### src/rtl/mem_arb_pkg.sv
// Shared types and constants for the two-port memory arbiter:
// one-hot FSM encoding, requester ids and read-return tag layout.
package mem_arb_pkg;

    localparam int ADDR_W = 16;
    localparam int DATA_W = 8;

    localparam int ST_IDLE    = 0;
    localparam int ST_CPU_OWN = 1;
    localparam int ST_DMA_OWN = 2;
    localparam int ST_TURN_C  = 3;
    localparam int ST_TURN_D  = 4;
    localparam int STATE_W    = 5;

    typedef enum logic [STATE_W-1:0] {
        IDLE    = STATE_W'(1 << ST_IDLE),
        CPU_OWN = STATE_W'(1 << ST_CPU_OWN),
        DMA_OWN = STATE_W'(1 << ST_DMA_OWN),
        TURN_C  = STATE_W'(1 << ST_TURN_C),
        TURN_D  = STATE_W'(1 << ST_TURN_D)
    } state_e;

    localparam logic PORT_CPU = 1'b0;
    localparam logic PORT_DMA = 1'b1;

    typedef struct packed {
        logic valid;
        logic port;
    } rd_tag_t;

    localparam int TAG_W = $bits(rd_tag_t);

    function automatic rd_tag_t make_tag(input logic valid, input logic port);
        rd_tag_t t;
        t.valid = valid;
        t.port  = port;
        return t;
    endfunction

endpackage

### src/rtl/mem_arbiter_if.sv
// Bundle of CPU, DMA and memory-side signals around the arbiter.
// slave = arbiter view, master = requesters plus memory macro.
interface mem_arbiter_if;
    import mem_arb_pkg::*;

    logic              cpu_req;
    logic              cpu_we;
    logic [ADDR_W-1:0] cpu_addr;
    logic [DATA_W-1:0] cpu_wr_data;
    logic              cpu_gnt;
    logic              cpu_rd_valid;
    logic [DATA_W-1:0] cpu_rd_data;

    logic              dma_req;
    logic              dma_we;
    logic [ADDR_W-1:0] dma_addr;
    logic [DATA_W-1:0] dma_wr_data;
    logic              dma_gnt;
    logic              dma_rd_valid;
    logic [DATA_W-1:0] dma_rd_data;

    logic              mem_en;
    logic              mem_we;
    logic [ADDR_W-1:0] mem_addr;
    logic [DATA_W-1:0] mem_wr_data;
    logic [DATA_W-1:0] mem_rd_data;

    modport slave (
        input  cpu_req, cpu_we, cpu_addr, cpu_wr_data,
        output cpu_gnt, cpu_rd_valid, cpu_rd_data,
        input  dma_req, dma_we, dma_addr, dma_wr_data,
        output dma_gnt, dma_rd_valid, dma_rd_data,
        output mem_en, mem_we, mem_addr, mem_wr_data,
        input  mem_rd_data
    );

    modport master (
        output cpu_req, cpu_we, cpu_addr, cpu_wr_data,
        input  cpu_gnt, cpu_rd_valid, cpu_rd_data,
        output dma_req, dma_we, dma_addr, dma_wr_data,
        input  dma_gnt, dma_rd_valid, dma_rd_data,
        input  mem_en, mem_we, mem_addr, mem_wr_data,
        output mem_rd_data
    );

endinterface

### src/rtl/mem_arbiter_rd_tag_pipe.sv
// Delay line of {valid, port} read tags, aligned to the memory read latency
// so the returning data can be steered to the requester that issued it.
module rd_tag_pipe
    import mem_arb_pkg::*;
#(
    parameter int unsigned DEPTH = 1
) (
    input  logic    clk,
    input  logic    reset,
    input  rd_tag_t tag_i,
    output rd_tag_t tag_o
);

    rd_tag_t pipe_q [DEPTH];

    always_ff @(posedge clk or posedge reset) begin
        if (reset) begin
            for (int unsigned i = 0; i < DEPTH; i++) begin
                pipe_q[i] <= '0;
            end
        end else begin
            pipe_q[0] <= tag_i;
            for (int unsigned i = 1; i < DEPTH; i++) begin
                pipe_q[i] <= pipe_q[i-1];
            end
        end
    end

    assign tag_o = pipe_q[DEPTH-1];

endmodule

### src/rtl/mem_arbiter.sv
// Two-requester (CPU/DMA) arbiter for a single synchronous memory port with
// turnaround cycles on handover and bounded starvation in both directions.
module mem_arbiter
    import mem_arb_pkg::*;
#(
    parameter int unsigned RD_LATENCY    = 1,
    parameter int unsigned DMA_MAX_WAIT  = 8,
    parameter int unsigned DMA_BURST_MAX = 4
) (
    input  logic          clk,
    input  logic          reset,
    mem_arbiter_if.slave  bus
);

    localparam int unsigned WAIT_W  = $clog2(DMA_MAX_WAIT + 1);
    localparam int unsigned BURST_W = $clog2(DMA_BURST_MAX + 1);
    localparam logic [WAIT_W-1:0]  WAIT_MAX   = WAIT_W'(DMA_MAX_WAIT);
    localparam logic [WAIT_W-1:0]  WAIT_LAST  = WAIT_W'(DMA_MAX_WAIT - 1);
    localparam logic [BURST_W-1:0] BURST_MAX  = BURST_W'(DMA_BURST_MAX);
    localparam logic [BURST_W-1:0] BURST_LAST = BURST_W'(DMA_BURST_MAX - 1);

    state_e              state_q, state_d;
    logic [WAIT_W-1:0]   wait_cnt_q, wait_cnt_d;
    logic [BURST_W-1:0]  burst_cnt_q, burst_cnt_d;
    logic [DATA_W-1:0]   cpu_rd_q, dma_rd_q;
    logic                cpu_gnt, dma_gnt;
    logic                cpu_ret, dma_ret;
    rd_tag_t             tag_in, tag_out;

    always_ff @(posedge clk or posedge reset) begin
        if (reset) begin
            state_q     <= IDLE;
            wait_cnt_q  <= '0;
            burst_cnt_q <= '0;
            cpu_rd_q    <= '0;
            dma_rd_q    <= '0;
        end else begin
            state_q     <= state_d;
            wait_cnt_q  <= wait_cnt_d;
            burst_cnt_q <= burst_cnt_d;
            if (cpu_ret) cpu_rd_q <= bus.mem_rd_data;
            if (dma_ret) dma_rd_q <= bus.mem_rd_data;
        end
    end

    // Counters default to zero so they clear whenever the owning state is left.
    always_comb begin
        state_d     = state_q;
        wait_cnt_d  = '0;
        burst_cnt_d = '0;
        cpu_gnt     = 1'b0;
        dma_gnt     = 1'b0;
        unique case (state_q)
            IDLE: begin
                if (bus.cpu_req)      state_d = CPU_OWN;
                else if (bus.dma_req) state_d = DMA_OWN;
            end
            CPU_OWN: begin
                cpu_gnt = bus.cpu_req;
                if (bus.dma_req && (!bus.cpu_req || wait_cnt_q == WAIT_LAST)) begin
                    state_d = TURN_D;
                end else if (!bus.cpu_req && !bus.dma_req) begin
                    state_d = IDLE;
                end else if (bus.dma_req) begin
                    wait_cnt_d = (wait_cnt_q == WAIT_MAX) ? wait_cnt_q : wait_cnt_q + 1'b1;
                end
            end
            DMA_OWN: begin
                dma_gnt     = bus.dma_req;
                burst_cnt_d = burst_cnt_q;
                if (bus.cpu_req && (!bus.dma_req || (dma_gnt && burst_cnt_q == BURST_LAST))) begin
                    state_d     = TURN_C;
                    burst_cnt_d = '0;
                end else if (!bus.cpu_req && !bus.dma_req) begin
                    state_d     = IDLE;
                    burst_cnt_d = '0;
                end else if (dma_gnt && bus.cpu_req && burst_cnt_q != BURST_MAX) begin
                    burst_cnt_d = burst_cnt_q + 1'b1;
                end
            end
            TURN_C:  state_d = CPU_OWN;
            TURN_D:  state_d = DMA_OWN;
            default: state_d = IDLE;
        endcase
    end

    always_comb begin
        bus.mem_en      = 1'b0;
        bus.mem_we      = 1'b0;
        bus.mem_addr    = '0;
        bus.mem_wr_data = '0;
        if (cpu_gnt) begin
            bus.mem_en      = 1'b1;
            bus.mem_we      = bus.cpu_we;
            bus.mem_addr    = bus.cpu_addr;
            bus.mem_wr_data = bus.cpu_wr_data;
        end else if (dma_gnt) begin
            bus.mem_en      = 1'b1;
            bus.mem_we      = bus.dma_we;
            bus.mem_addr    = bus.dma_addr;
            bus.mem_wr_data = bus.dma_wr_data;
        end
    end

    assign tag_in = make_tag((cpu_gnt && !bus.cpu_we) || (dma_gnt && !bus.dma_we),
                             dma_gnt ? PORT_DMA : PORT_CPU);

    rd_tag_pipe #(
        .DEPTH (RD_LATENCY)
    ) u_tag_pipe (
        .clk   (clk),
        .reset (reset),
        .tag_i (tag_in),
        .tag_o (tag_out)
    );

    // Returning data is passed through live on its tag cycle and held afterwards.
    assign cpu_ret = tag_out.valid && (tag_out.port == PORT_CPU);
    assign dma_ret = tag_out.valid && (tag_out.port == PORT_DMA);

    assign bus.cpu_gnt      = cpu_gnt;
    assign bus.dma_gnt      = dma_gnt;
    assign bus.cpu_rd_valid = cpu_ret;
    assign bus.dma_rd_valid = dma_ret;
    assign bus.cpu_rd_data  = cpu_ret ? bus.mem_rd_data : cpu_rd_q;
    assign bus.dma_rd_data  = dma_ret ? bus.mem_rd_data : dma_rd_q;

endmodule
### src/flat_wrapper.sv
// flat-port wrapper written by rule: the top's interface ports become plain ports
module mem_arbiter_flat import mem_arb_pkg::*;
#(
    parameter int unsigned RD_LATENCY    = 1,
    parameter int unsigned DMA_MAX_WAIT  = 8,
    parameter int unsigned DMA_BURST_MAX = 4
)
  (clk, reset, bus_cpu_req, bus_cpu_we, bus_cpu_addr, bus_cpu_wr_data, bus_cpu_gnt, bus_cpu_rd_valid, bus_cpu_rd_data, bus_dma_req, bus_dma_we, bus_dma_addr, bus_dma_wr_data, bus_dma_gnt, bus_dma_rd_valid, bus_dma_rd_data, bus_mem_en, bus_mem_we, bus_mem_addr, bus_mem_wr_data, bus_mem_rd_data);
  mem_arbiter_if bus_i ();
  input  logic clk;
  input  logic reset;
  input wire logic [$bits(bus_i.cpu_req)-1:0] bus_cpu_req;
  input wire logic [$bits(bus_i.cpu_we)-1:0] bus_cpu_we;
  input wire logic [$bits(bus_i.cpu_addr)-1:0] bus_cpu_addr;
  input wire logic [$bits(bus_i.cpu_wr_data)-1:0] bus_cpu_wr_data;
  output wire logic [$bits(bus_i.cpu_gnt)-1:0] bus_cpu_gnt;
  output wire logic [$bits(bus_i.cpu_rd_valid)-1:0] bus_cpu_rd_valid;
  output wire logic [$bits(bus_i.cpu_rd_data)-1:0] bus_cpu_rd_data;
  input wire logic [$bits(bus_i.dma_req)-1:0] bus_dma_req;
  input wire logic [$bits(bus_i.dma_we)-1:0] bus_dma_we;
  input wire logic [$bits(bus_i.dma_addr)-1:0] bus_dma_addr;
  input wire logic [$bits(bus_i.dma_wr_data)-1:0] bus_dma_wr_data;
  output wire logic [$bits(bus_i.dma_gnt)-1:0] bus_dma_gnt;
  output wire logic [$bits(bus_i.dma_rd_valid)-1:0] bus_dma_rd_valid;
  output wire logic [$bits(bus_i.dma_rd_data)-1:0] bus_dma_rd_data;
  output wire logic [$bits(bus_i.mem_en)-1:0] bus_mem_en;
  output wire logic [$bits(bus_i.mem_we)-1:0] bus_mem_we;
  output wire logic [$bits(bus_i.mem_addr)-1:0] bus_mem_addr;
  output wire logic [$bits(bus_i.mem_wr_data)-1:0] bus_mem_wr_data;
  input wire logic [$bits(bus_i.mem_rd_data)-1:0] bus_mem_rd_data;
  assign bus_i.cpu_req = bus_cpu_req;
  assign bus_i.cpu_we = bus_cpu_we;
  assign bus_i.cpu_addr = bus_cpu_addr;
  assign bus_i.cpu_wr_data = bus_cpu_wr_data;
  assign bus_cpu_gnt = bus_i.cpu_gnt;
  assign bus_cpu_rd_valid = bus_i.cpu_rd_valid;
  assign bus_cpu_rd_data = bus_i.cpu_rd_data;
  assign bus_i.dma_req = bus_dma_req;
  assign bus_i.dma_we = bus_dma_we;
  assign bus_i.dma_addr = bus_dma_addr;
  assign bus_i.dma_wr_data = bus_dma_wr_data;
  assign bus_dma_gnt = bus_i.dma_gnt;
  assign bus_dma_rd_valid = bus_i.dma_rd_valid;
  assign bus_dma_rd_data = bus_i.dma_rd_data;
  assign bus_mem_en = bus_i.mem_en;
  assign bus_mem_we = bus_i.mem_we;
  assign bus_mem_addr = bus_i.mem_addr;
  assign bus_mem_wr_data = bus_i.mem_wr_data;
  assign bus_i.mem_rd_data = bus_mem_rd_data;
  mem_arbiter #(.RD_LATENCY(RD_LATENCY), .DMA_MAX_WAIT(DMA_MAX_WAIT), .DMA_BURST_MAX(DMA_BURST_MAX)) u_core (.clk(clk), .reset(reset), .bus(bus_i));
endmodule
### config.mk
export PLATFORM = sky130hd
export DESIGN_NAME = mem_arbiter_flat
export DESIGN_NICKNAME = d
export VERILOG_FILES = /design/src/rtl/mem_arb_pkg.sv /design/src/rtl/mem_arbiter_if.sv /design/src/rtl/mem_arbiter_rd_tag_pipe.sv /design/src/rtl/mem_arbiter.sv /design/src/flat_wrapper.sv
export SDC_FILE = /design/constraint.sdc
export NUM_CORES = 1
export LEC_CHECK = 0
export CORE_AREA = 8 8 90 76
export DETAILED_ROUTE_END_ITERATION = 10
export DIE_AREA = 0 0 98 84
export PLACE_DENSITY_LB_ADDON = 0.1
export SYNTH_ARGS = -nofsm -noshare
export SYNTH_HDL_FRONTEND = slang
export SYNTH_SLANG_ARGS = --single-unit
### constraint.sdc
create_clock -name clk -period 1.4 [get_ports clk]
set_input_delay 0.21 -clock clk [delete_from_list [all_inputs] [get_ports clk]]
set_output_delay 0.21 -clock clk [all_outputs]
set_load 0.03 [all_outputs]
* After elaboration in Yosys (flattened, before gate mapping)
Cells that the tools add are included.
Word-level totals: bits in registers 30, input bits 62, output and inout port bits 46, logic and storage cells 66
Cells by class: $add $sub $neg 2, equality and inequality tests 12, muxes and demuxes 27, bitwise gates (word level) 1, reductions and logical operators 17
Operators with widths (number):
- 2-to-1 mux 16 bit | 2
- 2-to-1 mux 8 bit | 4
- 2-to-1 mux 5 bit | 5
- one-hot mux 5 bit (5 select lines) | 1
- 2-to-1 mux 4 bit | 5
- 2-to-1 mux 3 bit | 4
- logical AND 1 bit | 10
- 2-to-1 mux 1 bit | 6
- inequality test 3 bit (second input constant) | 2
- == test 5 x 1 -> 1 bit (second input constant) | 1
- == test 5 x 2 -> 1 bit (second input constant) | 1
- == test 5 x 3 -> 1 bit (second input constant) | 1
- == test 5 x 4 -> 1 bit (second input constant) | 1
- == test 5 bit (second input constant) | 1
- inequality test 5 x 3 -> 1 bit (second input constant) | 1
- adder 4 x 1 -> 4 bit (second input constant) | 1
- == test 4 x 3 -> 1 bit (second input constant) | 1
- == test 4 bit (second input constant) | 1
- zero test 1 bit | 4
- inequality test 4 x 1 -> 1 bit (second input constant) | 1
- adder 3 x 1 -> 3 bit (second input constant) | 1
- == test 3 x 2 -> 1 bit (second input constant) | 1
- logical OR 1 bit | 3
- inverter 1 bit | 1

* Depth between registers and ports, before layout
Gate-level depths: netlist (run 1).
word-level depth 6, gate-level depth with buffers 7, depth with buffers taken out 6

* Cells and area by module
A second synthesis (run 1) with hierarchy kept.
Unflattened totals: cell total of the unflattened synthesis 168, area total of the unflattened synthesis 1740.4 sq um
By module, submodules not included:
- mem_arbiter | instances 1, cells an instance 165, area each 1686.6 sq um, sequential area each 701.9 sq um
- rd_tag_pipe | instances 1, cells an instance 3, area each 53.8 sq um, sequential area each 50.0 sq um

* Worst setup path after synthesis (run 1)
Ideal clock, no wire load.
path type reg-to-output, from register u_core.state_q[3], to output bus_mem_addr[13], data arrival time 1.490 ns, required time 1.190 ns, setup slack -0.300 ns, stages on the path, launching flop included 8, path buffers 2, cells stage by stage dfrtp_1 > clkbuf_2 > nor3_2 > and3b_1 > nand2_2 > inv_4 > buf_6 > a22o_1
Between the ends: elaborated cells between the ends (all ways) 6, those cells by class 2 x eq/ne; 4 x mux
RTL lines:
- start: declaration | RTL line mem_arbiter.sv:22 | state_e state_q, state_d;
- start signal: assignment | RTL line mem_arbiter.sv:38 | state_q <= state_d;
- == test 5 x 2 -> 1 bit | RTL line mem_arbiter.sv:53 | unique case (state_q)
- 2-to-1 mux 1 bit | RTL line mem_arbiter.sv:53
- net bus_cpu_gnt | RTL line flat_wrapper.sv:16 | output wire logic [$bits(bus_i.cpu_gnt)-1:0] bus_cpu_gnt;
- 2-to-1 mux 16 bit | RTL line mem_arbiter.sv:92 | if (cpu_gnt) begin
- end: declaration | RTL line flat_wrapper.sv:28 | output wire logic [$bits(bus_i.mem_addr)-1:0] bus_mem_addr;
The timed path passes the listed nets, and every way through them passes these cells.

* Worst setup path after layout (run 1)
from register u_core.state_q[0], to output bus_mem_wr_data[2]
Between the ends: cells in the longest elaborated chain, start to end 4, elaborated cells between the ends (all ways) 6, those cells by class 2 x eq/ne; 4 x mux
Ends and longest elaborated chain:
- == test 5 x 3 -> 1 bit | RTL line mem_arbiter.sv:53
- 2-to-1 mux 1 bit | RTL line mem_arbiter.sv:53
- 2-to-1 mux 8 bit | RTL line mem_arbiter.sv:97 | end else if (dma_gnt) begin
- 2-to-1 mux 8 bit (*) | RTL line mem_arbiter.sv:92
- end: declaration | RTL line flat_wrapper.sv:29 | output wire logic [$bits(bus_i.mem_wr_data)-1:0] bus_mem_wr_data;
Every way passes the cells marked *; elsewhere a longest branch is shown, timed or not.

==> results.sh, run 1 <==
export IMPL_outcome="finished, violations left"
export IMPL_violations="negative setup slack"
export IMPL_ys_async_sr_fraction=1.00
export IMPL_synth_compound_area_share=0.210
export IMPL_crit_required_ns=1.19
export IMPL_gp_congestion=0.811
export IMPL_crit_type="reg2out"
export IMPL_io_buffers=107
export IMPL_synth_top_cell_area_share=0.420
export IMPL_synth_top_family_by_area="compound AO/OA/AOI/OAI gates"
export IMPL_crit_fanout=8
export IMPL_hold_viol_final=0
export IMPL_hold_path_class="in2async"
export IMPL_fp_coreArea_sq_um=5320
export IMPL_cp_end_kind="output port"
export IMPL_ios=108
export IMPL_synth_fa_ha_area_frac=0.0362
export IMPL_antenna_found_initial=0
export IMPL_grt_max_degree=31
export IMPL_grt_pass1_vias=1923
export IMPL_wirelength_um=7000
export IMPL_drc=0
export IMPL_ant_nets=0
export IMPL_finClkSkew_ns=0.00789
export IMPL_numClockSinks=30
export IMPL_yosysMostFrequentCell="dfrtp_1"
export IMPL_initial_utilization=0.325
export IMPL_synth_common_cells="dfrtp_1, a22o_1, mux2_2, inv_1, nor2_1"
export IMPL_postLayoutCoreUtil=0.727
export IMPL_synth_simple_area_share=0.114
export IMPL_wl_per_cell_um=18.3
export IMPL_drv_cap=0
export IMPL_syn_nets=223
export IMPL_drtPass1Iterations=4
export IMPL_grt_pass1_wl_um=10700
export IMPL_synthTopCellsByArea="dfrtp_1, mux2_2, a22o_1, ha_1, a22o_2"
export IMPL_slew_headroom=0.825
export IMPL_power_density_nw_per_um2=1210
export IMPL_grt_usage=0.161
export IMPL_worstMarginPinSlew_ns=0.262
export IMPL_cts_tree="built"
export IMPL_clk_latency_ns=0.27
export IMPL_path_clk_slew_ns=0.07
export IMPL_placementRows=24
export IMPL_cts_buffers=5
export IMPL_diodes=0
export IMPL_die_area_sq_um=8230
export IMPL_rsz0062_at_grt="true"
export IMPL_drive_gt1_frac=0.558
export IMPL_grt_overflow_total=0
export IMPL_synthMuxAreaShare=0.116
export IMPL_fmax_mhz=505
export IMPL_die_w_um=98
export IMPL_drt_iter0_drc=85
export IMPL_peakVddDrop_mv=0.938
export IMPL_start_kind="flop"
export IMPL_yosysTopAreaCell="dfrtp_1"
export IMPL_slew_viol_final=0
export IMPL_synth_distinct_cells=41
export IMPL_synth_area_sq_um=1730
export IMPL_synthFlopType="dfrtp_1"
export IMPL_die_h_um=84
export IMPL_rrSetupSlack_ns=-0.20
export IMPL_syn_inst=156
export IMPL_yosysWarnings=0
export IMPL_synth_xor_area_share=0.0152
export IMPL_setup_violations=55
export IMPL_fin_nets=383
export IMPL_vias=1836
export IMPL_hpwl_um=5010
export IMPL_power_w=0.00468
export IMPL_ys_seq_area_frac=0.435
export IMPL_post_route_period_util=1.41
export IMPL_ctsHoldBuffers=0
export IMPL_area_growth_syn_to_layout_pct=124
export IMPL_power_leakage_nw=1.83
export IMPL_synth_edf_count=0
export IMPL_cp_arrival_ns=1.77
export IMPL_min_period_ns=1.98
export IMPL_avgSynthCellArea_sq_um=11.1
export IMPL_root_buffer="clkbuf_8"
export IMPL_cts_max_level=2
export IMPL_ys_ff_latch=30
export IMPL_fin_ws_ns=-0.579
export IMPL_viasPerCell=4.81
export IMPL_clk_path_buf_depth=2
## report_power, final
| group | internal [W] | switching (W) | total [W] |
|---|---|---|---|
| Combinational | 0.00150 | 0.00132 | 0.00282 |
| Sequential | 0.00107 | 0.0000844 | 0.00115 |
| Clock | 0.000396 | 0.000312 | 0.000708 |
| Total | 0.00297 | 0.00172 | 0.00468 |
## critical path: stages, from the launching register on
cell	delay (ns)
dfstp_2	0.56
nor3_4	0.05
and3b_2	0.23
nand2_4	0.08
inv_6	0.05
clkbuf_16	0.16
a22o_4	0.22
buf_6	0.14
## stage by stage
step	TNS, ns	hold slack (ns)	cell area, sq um	setup slack (ns)	cells
after CTS	-19.60	0.281	3660	-0.545	374
after global routing	-23.89	0.290	3870	-0.627	382
final	-20.63	0.274	3870	-0.579	382
after global placement	-12.75	0.479	3180	-0.415	353
after detailed placement	-12.64	0.484	3180	-0.419	353
after floorplan	-4.49	0.299	1890	-0.210	156
## cell families after synthesis
group,count (synthesis)
xor+xnor,3
flops,30
simple gates,34
compound gates,47
fa+ha+maj,5
buf+inv,19
mux,18
## flip-flops by register name (all words and copies together), names as in the netlist
| register | cells |
|---|---|
| u_core.burst_cnt_q | 3 |
| u_core.cpu_rd_q | 8 |
| u_core.dma_rd_q | 8 |
| u_core.state_q | 5 |
| u_core.u_tag_pipe.tag_o | 2 |
| u_core.wait_cnt_q | 4 |
## final cells by class
class | instances | area, sq um
flip-flops and latches | 30 | 753
repair buffers | 158 | 1630
multi-input cells | 107 | 1220
inverters | 12 | 62.6
clock inverters | 1 | 5.00
repair inverters | 2 | 27.5
well taps | 65 | 81.3
clock buffers | 7 | 86.3
fillers | 388 | 1450
## final timing paths
check	startpoint	depth (start not counted)	end
min reg2reg	u_core.dma_rd_q[0]	1	u_core.dma_rd_q[0]
min	reset	3	u_core.dma_rd_q[4]
max reg2reg	u_core.state_q[0]	8	u_core.state_q[2]
max in group asynchronous	reset	3	u_core.state_q[0]
min in group clk	u_core.dma_rd_q[0]	1	u_core.dma_rd_q[0]
max	u_core.state_q[0]	7	bus_mem_wr_data[2]
## cell usage in the layout, fill, tap and decap left out, types with 3 or more instances in the layout
master,count
mux2_4,16
a22oi_2,3
ha_1,4
clkdlybuf4s50_1,61
buf_4,32
a22o_2,6
buf_6,58
nor2_1,5
dfrtp_1,28
nand3b_1,3
clkbuf_8,6
inv_1,9
o21ai_0,3
buf_8,3
nand2_4,3
nand2_1,4
a22o_4,19
buf_12,3
nor2_4,3
a21oi_1,3
o21ai_1,4
## per-layer routing
layer | global-route usage | part of all wire | up-vias
li1 | - | - | 888
met1 | 0.195 | 0.45 | 873
met2 | 0.272 | 0.48 | 70
met3 | 0.0533 | 0.067 | 5
met4 | 0.0254 | 0.0059 | 0
met5 | 0 | 0 | -
## what timing repair did
action,in CTS,in global routing
setup endpoints to repair,53,58
buffers inserted,12,9
gates cloned,2,1
gates resized for setup,151,42
pin swaps,5,4
(Power assumes the default switching activity.)
==> inputs of run 2 (changes only) <==
- CORE_AREA: 8 8 90 76 -> 2 2 84 70
- DIE_AREA: 0 0 98 84 -> 0 0 86 72
==> run 2 against run 1 <==
The run still ends with negative setup slack left. Via count is 0.11% lower. Highest routed layer unchanged. Die area is 25% lower. Critical path depth stayed put.
==> results.sh, run 2 (same netlist as run 1, synthesis figures left out) <==
export IMPL_fin_nets=385
export IMPL_crit_type="reg2out"
export IMPL_start_kind="flop"
export IMPL_min_period_ns=1.95
export IMPL_grt_max_degree=15
export IMPL_hold_viol_final=0
export IMPL_cpPeakStageDelay_ns=0.55
export IMPL_io_buffers=107
export IMPL_root_buffer="clkbuf_8"
export IMPL_numClockSinks=30
export IMPL_violations="negative setup slack"
export IMPL_crit_required_ns=1.19
export IMPL_vias=1834
export IMPL_cts_buffers=5
export IMPL_grt_pass1_wl_um=9520
export IMPL_ctsHoldBuffers=0
export IMPL_wirelength_um=6380
export IMPL_critPathBufInv=3
export IMPL_crit_fanout=10
export IMPL_drc=0
export IMPL_slew_headroom=0.769
export IMPL_viasPerCell=4.79
export IMPL_swShare=0.373
export IMPL_clk_latency_ns=0.28
export IMPL_cts_tree="built"
export IMPL_cts_max_level=2
export IMPL_r2r_end="u_core.state_q[2]"
export IMPL_fp_coreArea_sq_um=5320
export IMPL_clk_path_buf_depth=2
export IMPL_grt_overflow_total=0
export IMPL_ios=108
export IMPL_reg2reg_depth=9
export IMPL_slew_viol_final=0
export IMPL_initial_utilization=0.325
export IMPL_path_clk_slew_ns=0.06
export IMPL_cp_end_kind="output port"
export IMPL_rsz0062_at_grt="true"
export IMPL_seqPwrFrac=0.255
export IMPL_p_sw_w=0.00169
export IMPL_p_int_w=0.00284
export IMPL_peakVddDrop_mv=0.870
export IMPL_drtPass1Iterations=4
export IMPL_worstMarginPinSlew_ns=0.345
export IMPL_post_place_ws_ns=-0.446
export IMPL_drive_gt1_frac=0.563
export IMPL_diodes=0
export IMPL_wl_per_cell_um=16.7
export IMPL_hpwl_um=4450
export IMPL_hold_path_class="in2async"
export IMPL_drv_cap=0
export IMPL_critPathTopFamily="flip-flops"
export IMPL_drt_iter0_drc=57
export IMPL_rrSetupSlack_ns=-0.30
export IMPL_gp_congestion=0.799
export IMPL_power_density_nw_per_um2=1190
export IMPL_grt_pass1_vias=1845
export IMPL_combPwrFrac=0.602
export IMPL_fin_ws_ns=-0.548
export IMPL_setup_violations=55
export IMPL_layout_common_cells="buf_6, clkdlybuf4s50_1, buf_4"
export IMPL_worst_path_max_delay_cell="dfstp_2"
export IMPL_pwr_share_clk=0.143
export IMPL_placementRows=24
export IMPL_r2r_start="u_core.state_q[0]"
export IMPL_power_leakage_nw=1.83
export IMPL_die_area_sq_um=6190
export IMPL_hold_slack_ns=0.191
export IMPL_outcome="finished, violations left"
export IMPL_cp_cell_sequence="nor3_4, and3b_2, nand2_2, inv_4, buf_12, a22o_4, buf_6"
export IMPL_die_h_um=72
export IMPL_cp_arrival_ns=1.74
export IMPL_grt_usage=0.196
export IMPL_fmax_mhz=513
export IMPL_antenna_found_initial=0
export IMPL_ant_nets=0
export IMPL_reg_top3="u_core.cpu_rd_q: 8 flops, u_core.dma_rd_q: 8 flops, u_core.state_q: 5 flops"
export IMPL_area_growth_syn_to_layout_pct=121
export IMPL_post_route_period_util=1.39
export IMPL_layout_commonest_cell="buf_6"
export IMPL_finClkSkew_ns=0.00467
export IMPL_die_w_um=86
[run 2: cell count changes in the layout (fill, tap and decap cells not counted), sizes merged]
| cell | before | now |
|---|---|---|
| buf | 96 | 99 |
| clkbuf | 8 | 5 |
| clkinv | 2 | 3 |
[run 2: power by group through the flow]
| stage | Clock (W) | Combinational (W) | Sequential, W |
|---|---|---|---|
| after floorplan | 0 | 0.00126 | 0.00116 |
| after global placement | 0 | 0.00217 | 0.00114 |
| after detailed placement | 0 | 0.00219 | 0.00115 |
| after CTS | 0.000662 | 0.00251 | 0.00114 |
| after global routing | 0.000704 | 0.00286 | 0.00117 |
| final | 0.000646 | 0.00273 | 0.00116 |
[run 2: cell type report]
| type | count | area (sq um) |
|---|---|---|
| clock inverters | 2 | 10.0 |
| repair buffers | 160 | 1610 |
| multi-input cells | 107 | 1200 |
| well taps | 65 | 81.3 |
| flip-flops and latches | 30 | 752 |
| fillers | 393 | 1500 |
| repair inverters | 2 | 32.5 |
| clock buffers | 5 | 68.8 |
| inverters | 12 | 60.1 |
[run 2: worst reg2reg max path: stages, from the launching register on]
cell and delay [ns]:
dfstp_2 0.55, nor3_4 0.05, and3b_4 0.21, nand2_8 0.15
clkinv_8 0.10, buf_6 0.12, buf_6 0.11, buf_6 0.11
a22oi_2 0.13, nor2b_1 0.06
[run 2: worst max-delay path by stage]
stage / from / endpoint / slack, ns / cells past startpoint
global placement: u_core.u_tag_pipe.tag_o[0] / bus_cpu_rd_data[2] / -0.42 / 4
floorplan: u_core.state_q[0] / bus_mem_addr[13] / -0.21 / 6
finish: u_core.state_q[0] / bus_mem_addr[4] / -0.55 / 7
detailed placement: u_core.u_tag_pipe.tag_o[0] / bus_cpu_rd_data[0] / -0.45 / 4
CTS: u_core.state_q[0] / bus_mem_addr[8] / -0.53 / 7
global route: u_core.state_q[4] / bus_mem_addr[1] / -0.61 / 7
[run 2: per-layer routing]
layer  wire length [um]  vias up  GRT usage
met4                 25        0     0.0476
met5                  0        -          0
met2               3140       63      0.323
met1               2820      879      0.266
li1                   -      890          -
met3                390        2     0.0410
[run 2: repair_timing]
action,CTS,global route
resized for setup,169,43
setup buffers,8,14
pin swaps,4,6
gates cloned,2,1
endpoints found under the hold margin,0,0
endpoints found under the setup margin,51,57
[run 2: per-stage QoR]
stage | TNS, ns | utilization | cell area (sq um) | total power [W] | std cells
4_1_cts | -19.25 | 0.678 | 3610 | 0.00432 | 373
2_1_floorplan | -4.49 | - | 1890 | 0.00242 | 156
5_1_grt | -23.49 | 0.718 | 3820 | 0.00474 | 383
3_3_place_gp | -13.34 | 0.596 | 3170 | 0.00331 | 356
6_report | -20.14 | 0.718 | 3820 | 0.00453 | 383
3_5_place_dp | -13.50 | 0.596 | 3170 | 0.00334 | 356
